`config.mk`:
```
export PLATFORM = sky130hd
export DESIGN_NAME = host_uart_tx_arb
export DESIGN_NICKNAME = d
export VERILOG_FILES = /design/src/rtl/host_uart_tx_arb.sv
export SDC_FILE = /design/constraint.sdc
export NUM_CORES = 1
export LEC_CHECK = 0
export ABC_AREA = 1
export CORE_MARGIN = 2
export CORE_UTILIZATION = 40
export DETAILED_ROUTE_END_ITERATION = 6
export GPL_ROUTABILITY_DRIVEN = 0
export PLACE_DENSITY = 0.82
export REMOVE_ABC_BUFFERS = 1
export SLEW_MARGIN = 40
export SYNTH_ARGS = -nofsm -noshare
export SYNTH_HDL_FRONTEND = slang
export SYNTH_SLANG_ARGS = --single-unit
```
`constraint.sdc`:
```
create_clock -name clk -period 2.6 [get_ports clk]
set_input_delay 0.52 -clock clk [delete_from_list [all_inputs] [get_ports clk]]
set_output_delay 0.52 -clock clk [all_outputs]
set_load 0.005 [all_outputs]
```
`src/rtl/host_uart_tx_arb.sv`:
```
// Round-robin arbiter that feeds bytes from four packet requesters into a
// UART transmitter through a one-byte FIFO-style read interface. Ownership
// is held for a whole packet and passes on after the byte marked last.
module host_uart_tx_arb (
    input  logic        clk,
    input  logic        reset_n,
    input  logic [3:0]  req_valid,
    input  logic [31:0] req_data,
    input  logic [3:0]  req_last,
    output logic [3:0]  req_pop,
    input  logic [3:0]  req_mask,
    input  logic        fifo_rd_en,
    output logic [7:0]  fifo_din,
    output logic        fifo_empty,
    output logic [3:0]  grant,
    output logic        busy,
    output logic        pkt_done,
    output logic [15:0] byte_cnt
);

    typedef enum logic [1:0] {
        ST_IDLE  = 2'b00,
        ST_GRANT = 2'b01
    } state_e;

    state_e      state_q, state_d;
    logic [1:0]  rr_ptr_q, rr_ptr_d;
    logic [1:0]  owner_q, owner_d;
    logic [3:0]  grant_q, grant_d;
    logic [7:0]  din_q, din_d;
    logic [15:0] cnt_q, cnt_d;
    logic        done_q, done_d;

    logic [3:0]  eligible;
    logic        pick_found;
    logic [1:0]  pick_idx;
    logic [1:0]  cand;

    assign eligible = req_valid & req_mask;

    // Round-robin search: first eligible requester starting at rr_ptr.
    always_comb begin
        // NOTE: every variable gets a default before any branch so no path
        // leaves it unassigned, which would otherwise infer a latch.
        pick_found = 1'b0;
        pick_idx   = rr_ptr_q;
        cand       = rr_ptr_q;
        for (int k = 0; k < 4; k++) begin
            cand = rr_ptr_q + 2'(k);
            if (!pick_found && eligible[cand]) begin
                pick_found = 1'b1;
                pick_idx   = cand;
            end
        end
    end

    // Next-state logic plus the combinational pop/empty handshake.
    always_comb begin
        state_d    = state_q;
        rr_ptr_d   = rr_ptr_q;
        owner_d    = owner_q;
        grant_d    = grant_q;
        din_d      = din_q;
        cnt_d      = cnt_q;
        done_d     = 1'b0;
        req_pop    = 4'b0000;
        fifo_empty = 1'b1;

        case (state_q)
            ST_IDLE: begin
                grant_d = 4'b0000;
                if (pick_found) begin
                    state_d = ST_GRANT;
                    owner_d = pick_idx;
                    grant_d = 4'b0001 << pick_idx;
                end
            end
            ST_GRANT: begin
                // The owner keeps the grant even when it runs dry mid-packet.
                fifo_empty = ~req_valid[owner_q];
                if (fifo_rd_en && req_valid[owner_q]) begin
                    req_pop[owner_q] = 1'b1;
                    din_d            = req_data[{owner_q, 3'b000} +: 8];
                    cnt_d            = cnt_q + 16'd1;
                    if (req_last[owner_q]) begin
                        state_d  = ST_IDLE;
                        grant_d  = 4'b0000;
                        rr_ptr_d = owner_q + 2'd1;
                        done_d   = 1'b1;
                    end
                end
            end
            default: begin
                state_d = ST_IDLE;
                grant_d = 4'b0000;
            end
        endcase

        // The transmitter and requesters see a quiet interface during reset.
        if (!reset_n) begin
            req_pop    = 4'b0000;
            fifo_empty = 1'b1;
        end
    end

    // State register with synchronous active-low reset.
    always_ff @(posedge clk) begin
        // NOTE: sequential state uses non-blocking assignments so every
        // register samples the pre-edge values of the others.
        if (!reset_n) begin
            state_q  <= ST_IDLE;
            rr_ptr_q <= 2'd0;
            owner_q  <= 2'd0;
            grant_q  <= 4'b0000;
            din_q    <= 8'h00;
            cnt_q    <= 16'h0000;
            done_q   <= 1'b0;
        end else begin
            state_q  <= state_d;
            rr_ptr_q <= rr_ptr_d;
            owner_q  <= owner_d;
            grant_q  <= grant_d;
            din_q    <= din_d;
            cnt_q    <= cnt_d;
            done_q   <= done_d;
        end
    end

    assign grant    = grant_q;
    assign busy     = (state_q == ST_GRANT);
    assign fifo_din = din_q;
    assign byte_cnt = cnt_q;
    assign pkt_done = done_q;

endmodule

```
* Word-level counts from Yosys, hierarchy flattened
Index checks and enable logic that the tools add are counted.
Widths: inputs -> output; s select.
** Cells by class
- Bitwise logic cells :: 2
- Shifts and indexed selects :: 2
- Equality and inequality tests :: 4
- $lt $le $gt $ge :: 6
- Reductions and logical operators :: 15
- $add $sub $neg :: 5
- Mux-type cells :: 35
** Operator list (number)
- $shiftx 32x6->8 :: 1
- $mux 4 :: 6
- $add 16x1->16 const B :: 1
- $lt 2x3->1 const B :: 5
- $mux 1 :: 14
- $bmux 1 s2 :: 6
- $mux 2 :: 6
- $reduce_and 3->1 :: 3
- $pmux 4 s2 :: 1
- $reduce_and 2->1 :: 3
- $logic_and 1x1->1 :: 5
- $add 2x1->2 const B :: 2
- $add 2x2->2 const B :: 2
- $and 4x4->4 :: 1
- $ne 2x1->1 const B :: 2
- $pmux 2 s2 :: 1
- $shl 1x2->4 const A :: 1
- $logic_not 1->1 :: 3
- $demux 1 s2 :: 1
- $eq 2x1->1 const B :: 1
- $ge 2x1->1 const B :: 1
- $logic_not 2->1 :: 1
- $ne 2x2->1 const B :: 1
- $not 1->1 :: 1
** Storage, ports and cells
- Register bits after elaboration :: 35
- Bits of input ports :: 47
- Logic and storage cells :: 76
- Output and inout port bits :: 35

* Longest topological paths before layout
Gate-level depths: netlist (run 1).
- Depth in word-level cells :: 16
- Gate-level depth with buffers :: 14
- Depth with buffers taken out :: 13

* Worst setup path after synthesis (run 1)
No wires, ideal clock.
- Path type :: reg2out
- Start point :: register owner_q[0]
- End point :: output req_pop[0]
- Required time :: 2080 ps
- Cell stages (with the launch flop) :: 7
- Data arrival time :: 1236 ps
- Buffers on the path :: 2
- Setup slack :: 844 ps
- Cell sequence :: dfxtp_1 -> inv_2 -> clkbuf_1 -> clkbuf_1 -> ha_1 -> inv_1 -> nor2_1
** Between the ends
- Cells in the longest elaborated chain, start to end :: 7
- Elaborated cells on any way between the ends :: 11
- Classes of those cells :: order compare: 2; mux: 7; reduce/logical: 2
** RTL lines
- from (decl) :: RTL line 28 : logic [1:0] owner_q, owner_d;
- from (signal assigned) :: RTL line 121 : owner_q <= owner_d;
- $lt 2x3->1 (implied by the code) / $ge 2x1->1 (equally long branches) :: RTL line 82 : req_pop[owner_q] = 1'b1;
- $logic_and 1x1->1 (implied by the code) :: RTL line 82
- $mux 1 (implied by the code) :: RTL line 82
- $demux 1 s2 :: RTL line 82
- $mux 4 * :: RTL line 81 : if (fifo_rd_en && req_valid[owner_q]) begin
- $mux 4 * :: RTL line 69 : case (state_q)
- $mux 4 * :: RTL line 100 : if (!reset_n) begin
- to (decl) :: RTL line 10 : output logic [3:0] req_pop,
Mark *: on every way between the ends. The rest lies on a longest branch, timed or not. The select of a mux whose other input is x is not followed.

* Worst setup path in the final report (run 1)
- Start point :: input reset_n
- End point :: output fifo_empty
** Between the ends
- Cells in the longest elaborated chain, start to end :: 1
** RTL lines
- from (decl) :: RTL line 6 : input logic reset_n,
- $mux 1 :: RTL line 100
- to (decl) :: RTL line 14 : output logic fifo_empty,
Every way passes these cells.

==> flow_summary.toml, run 1 <==
[routing]
wl_um = 6360
vias = 2607
drt_iter0_drc = 131
viasPerCell = 5.01
topRoutingLayerUsed = "met4"
dr_wl_met2_um = 3090
drt-met1-wl_um = 2800
drt-pass1-iter-count = 4
ant_nets = 0
drc = 0
wl_met3_um = 367
wl_per_cell_um = 12.2

[floorplan]
io_pins = 82
die_w_um = 80.2
start_util_pct = 41.9
dieArea_um2 = 6420
rows = 27
die_y_um = 80.2
fp.coreArea_um2 = 5540

[global_route]
grt_pass1_vias = 2440
grt_max_degree = 23
grt_pass1_wl_um = 10600
antenna_found_initial = 0
grt_use_total_pct = 20.5
grt-ovfl-total = 0

[worst_setup_path]
crit_family = "buffers and inverters"
rrSetupSlack_ns = 0.68
critPathCaptureType = "output port"
crit_arrival_ns = 1.94
path_class = "input port to output port"
cp_slowest_cell = "clkdlybuf4s50_1"
start_kind = "input port"
timing.critical_path.mode_cell = "clkdlybuf4s50_1"
path_cells = "clkdlybuf4s50_1 -> buf_4 -> nand3_1 -> clkdlybuf4s50_1"
slowest_delay_ns = 0.57
crit_fanout = 22
worst_ep_required_time_ns = 2.08
crit_buf_inv = 3

[power_and_ir_drop]
p_leak_nw = 1.41
fin_total_pwr_w = 0.00152
powerDensity_nw_per_um2 = 455
ir_drop_uv = 291

[final_layout]
nets = 500
stdcell_area_um2 = 3340
regArea_um2 = 681
area_growth_pct = 43.9
layout_commonest_cell = "nand2_1"
diodes = 0
final_cell_mix = "84 x nand2_1, 76 x clkdlybuf4s50_1, 47 x nor2_1, 34 x dfxtp_1"
multiInputGateArea_um2 = 1440
drive_above_1_share_pct = 12.5
fill_cells = 507

[sta]
rsz0062_at_grt = "no"
tightest_slew_ns = 0.466
fin_crit_sh_pct = 94.6
hold_violations = 0
relSlewSlack_pct = 68.7
skew_ns = 0.00427
max_freq_mhz = 406
setup_violations = 0
finalSetupTns_ns = 0
min_period_ns = 2.46
drv_slew = 0
layout_setup_ws_ns = 0.139

[synthesis]
synth_top_area_cell = "dfxtp_1"
synthXorXnorAreaFrac_pct = 1.51
synth_top_area_share_pct = 29.3
synthArstFlopShare_pct = 0
synth-seq-area-share_pct = 29.3
synth_area_um2 = 2320
synth_ff_type = "dfxtp_1"
yosys.area_share.simple_pct = 40.9
synthTopCellsByArea = "dfxtp_1 29%, nand2_1 14%, nor2_1 7.9%, o21ai_0 6.9%, nand3_1 6.7%"
synth_seq_cells = 34
synth_mux_area_share_pct = 0
synthAdderAreaFrac_pct = 2.70
synth_top_family_by_area = "simple AND/OR/NAND/NOR gates"
yosysWarnings = 0
synth_cell_type_count = 36
synth_edf_count = 0
syn_avg_cell_area_um2 = 6.39
syn_inst = 363
synth_compound_area_share_pct = 16.1

[clocking]
hold_buffers = 0
cts.htree.levels = 2
clkTransAtPathRegs_ns = 0.07
cts-buffers-inserted = 5
cts_buffer_depth = 2
cts_tree = "built"
clk_latency_ns = 0.28
clock_sinks = 34
clockRootBuffer = "clkbuf_8"

[outcome]
status = "finished clean"

[flow_run]
max_cap_violations = 0

[placed_design]
pre_cts_slack_ns = -0.116
numPortBuffers = 81
placed_cell_area_um2 = 3230
dp_hpwl_um = 4760

[hold_path]
hp-class = "flop to flop"
## registers in the layout, indices dropped and copies added, names as in the netlist
name      count
state_q       1
grant         4
pkt_done      1
owner_q       2
fifo_din      8
rr_ptr_q      2
byte_cnt     16
## worst paths after layout
path / start / endpoint / cells past startpoint
worst max-delay path: reset_n / fifo_empty / 4
worst min-delay path: grant[2]$_SDFFE_PN0P_ / grant[2]$_SDFFE_PN0P_ / 2
worst max register to register: owner_q[1]$_SDFFE_PN0P_ / byte_cnt[7]$_SDFFE_PN0P_ / 12
worst min register to register: grant[2]$_SDFFE_PN0P_ / grant[2]$_SDFFE_PN0P_ / 2
## worst reg2reg max path: cells and delay by family (launching register included)
| kind | cells | cell delay [ns] |
|---|---|---|
| DFF | 1 | 0.56 |
| buffers and inverters | 3 | 0.36 |
| and+or+nand+nor | 8 | 0.79 |
| AOI/OAI and AO/OA | 1 | 0.12 |
## final cells by class
cell class	count	share of cell area, %
Clock buffer	5	2.06
Clock inverter	2	0.300
Inverter	38	4.35
Multi-Input combinational cell	277	43.3
Sequential cell	34	20.4
Tap cell	72	2.70
Timing Repair Buffer	92	26.9
## where the power goes
part           total [W]  internal [W]  switching [W]
Combinational   0.000556      0.000254       0.000302
Clock           0.000367      0.000180       0.000187
Sequential      0.000596      0.000556      0.0000394
Total            0.00152      0.000989       0.000529
## routing by layer
layer / vias to the layer above / GRT usage (%)
met5: - / 0
met4: 0 / 6.95
met3: 8 / 4.38
met2: 84 / 36.3
met1: 1167 / 24.3
li1: 1348 / -
## timing repair
item,in CTS,in global routing
pin swaps,0,3
hold endpoints to repair,0,0
gates resized for setup,3,8
endpoints found under the setup margin,4,3
setup buffers,0,0
## synthesized netlist by cell type, types with 4 or more instances
cell      number
nand2_2        8
dfxtp_1       34
inv_1         32
nand2_1       85
ha_1           5
a31oi_1        8
inv_2          4
o21ai_0       32
nand4_1        4
nor2_1        49
nand3_2        7
a21oi_1       19
nand3_1       31
nor3_1         5
clkbuf_1       6
## stage by stage
stage / util, % / hold slack (ns) / cells
floorplan: - / 0.461 / 349
global placement: 58.3 / 0.470 / 513
detailed placement: 58.3 / 0.460 / 513
CTS: 59.7 / 0.474 / 520
global route: 60.2 / 0.502 / 520
finish: 60.2 / 0.467 / 520
## cells by family after synthesis
family / after synthesis
buf+inv: 52
flops: 34
compound gates: 67
fa+ha+maj: 5
simple gates: 201
xor+xnor: 4
Note: power is estimated with default switching activity, not from simulation.
==> run 2: changes to the inputs <==
==> constraint.sdc (replaced) <==
create_clock -name clk -period 2.6 [get_ports clk]
set_input_delay 0.52 -clock clk [delete_from_list [all_inputs] [get_ports clk]]
set_output_delay 0.52 -clock clk [all_outputs]
set_load 0.05 [all_outputs]
==> run 2 against run 1 <==
Compared with the run above:
- combinational power is 19% higher
- critical path depth increased by 4
- setup slack lost 0.021 ns
- highest routed layer unchanged
- clock skew is essentially flat
- wire length is 3.1% higher
- final area increased by 1.2%
- first-iteration DRC count decreased by 18%
- count of clock-buffer cells in the layout is 1 higher
==> flow_summary.toml, run 2 (synthesized netlist as in run 1, its figures left out) <==
[hold_path]
hp-class = "flop to flop"
hold_start = "grant[0]$_SDFFE_PN0P_"

[sta]
finalSetupTns_ns = 0
drv_slew = 0
setup_violations = 0
skew_ns = 0.00421
hold_violations = 0
rsz0062_at_grt = "yes"
max_freq_mhz = 403
relSlewSlack_pct = 63.4
min_period_ns = 2.48
tightest_slew_ns = 0.547
layout_setup_ws_ns = 0.118
fin_crit_sh_pct = 95.4

[worst_setup_path]
timing.rr.start = "rr_ptr_q[1]$_SDFFE_PN0P_"
crit_buf_inv = 2
path_cells = "clkdlybuf4s50_1 -> nand2_1 -> nand3_1 -> nand2_1 -> nor2_4 -> nand3_1 -> nor2_1 -> buf_12"
crit_family = "simple AND/OR/NAND/NOR gates"
slowest_delay_ns = 0.54
start_kind = "input port"
cp-startpoint = "req_valid[3]"
crit_arrival_ns = 1.96
crit_fanout = 5
critPathCaptureType = "output port"
worst_ep_required_time_ns = 2.08
path_class = "input port to output port"
cp_slowest_cell = "clkdlybuf4s50_1"

[final_layout]
regArea_um2 = 681
area_growth_pct = 45.5
nets = 498
layout_commonest_cell = "nand2_1"
fill_cells = 515
stdcell_area_um2 = 3380
largest_reg_flops = 16
final_cell_mix = "85 x nand2_1, 76 x clkdlybuf4s50_1, 49 x nor2_1, 34 x dfxtp_1"
drive_above_1_share_pct = 12.1
multiInputGateArea_um2 = 1420
diodes = 0
post-route-util_pct = 60.9

[floorplan]
fp.coreArea_um2 = 5540
die_y_um = 80.2
dieArea_um2 = 6420
start_util_pct = 41.9
rows = 27
die_w_um = 80.2
io_pins = 82

[clocking]
postCtsSetupRepairBufs = 0
clockRootBuffer = "clkbuf_8"
cts_tree = "built"
cts.htree.levels = 2
clkTransAtPathRegs_ns = 0.07
clk_latency_ns = 0.29
cts-buffers-inserted = 5
clock_sinks = 34
cts_buffer_depth = 2

[power_and_ir_drop]
seq_power_share_pct = 33.7
power.clock.fraction_pct = 28.5
p_sw_w = 0.000630
powerDensity_nw_per_um2 = 518
comb_power_share_pct = 37.8
switching_share_pct = 36.0
p_leak_nw = 1.38
ir_drop_uv = 300
p_int_w = 0.00112

[routing]
wl_um = 6550
vias = 2572
drt_iter0_drc = 107
wl_per_cell_um = 12.6
drc = 0
ant_nets = 0
drt-pass1-iter-count = 4
viasPerCell = 4.97

[placed_design]
placed_cell_area_um2 = 3260
dp_hpwl_um = 4980
numPortBuffers = 81
pre_cts_slack_ns = 0.119

[flow_run]
max_cap_violations = 0

[outcome]
status = "finished clean"

[global_route]
grt_use_total_pct = 20.9
grt_pass1_vias = 2409
antenna_found_initial = 0
grt_pass1_wl_um = 10700
grt_max_degree = 23
grt-ovfl-total = 0
==> run 2: layout make-up <==
class / count / area share (%)
Multi-Input combinational cell: 277 / 42.0
Inverter: 38 / 4.30
Clock buffer: 6 / 2.45
Timing Repair Buffer: 90 / 27.5
Tap cell: 72 / 2.67
Sequential cell: 34 / 20.2
Clock inverter: 1 / 0.890
==> run 2: worst paths after layout <==
check,endpoint,slack (ns),cells after the start
hold / removal,grant[0]$_SDFFE_PN0P_,0.48,2
hold reg to reg,grant[0]$_SDFFE_PN0P_,0.48,2
setup reg to reg,owner_q[0]$_SDFFE_PN0P_,0.71,11
setup / recovery,req_pop[2],0.12,8
==> run 2: power groups by stage <==
stage          logic (W)  registers (W)  clock network, W
3_3_place_gp    0.000648       0.000600                 0
5_1_grt         0.000728       0.000593          0.000523
3_5_place_dp    0.000660       0.000600                 0
6_report        0.000661       0.000589          0.000498
4_1_cts         0.000663       0.000589          0.000506
2_1_floorplan   0.000303       0.000704                 0
==> run 2: through the flow <==
stage | hold slack [ns] | instances | power, W
floorplan | 0.618 | 349 | 0.00101
global route | 0.515 | 518 | 0.00184
CTS | 0.483 | 518 | 0.00176
detailed placement | 0.470 | 511 | 0.00126
finish | 0.476 | 518 | 0.00175
global placement | 0.468 | 511 | 0.00125
==> run 2: metal layers <==
metal	vias to the layer above	track usage [%]	part of all wire, %
met2	52	37.8	50
li1	1344	-	-
met1	1172	25.4	45
met5	-	0	0
met4	0	6.10	0.66
met3	4	3.48	4.0
==> run 2: what timing repair did <==
item	4_1_cts	5_1_grt
gates resized for setup	0	0
hold buffers	0	0
setup endpoints to repair	0	3
==> run 2: worst register-to-register path, delay by kind of cell (launching register included) <==
kind / cells / cell delay [ns]
simple gates: 8 / 0.72
flops: 1 / 0.60
compound gates: 2 / 0.32
buf+inv: 1 / 0.13
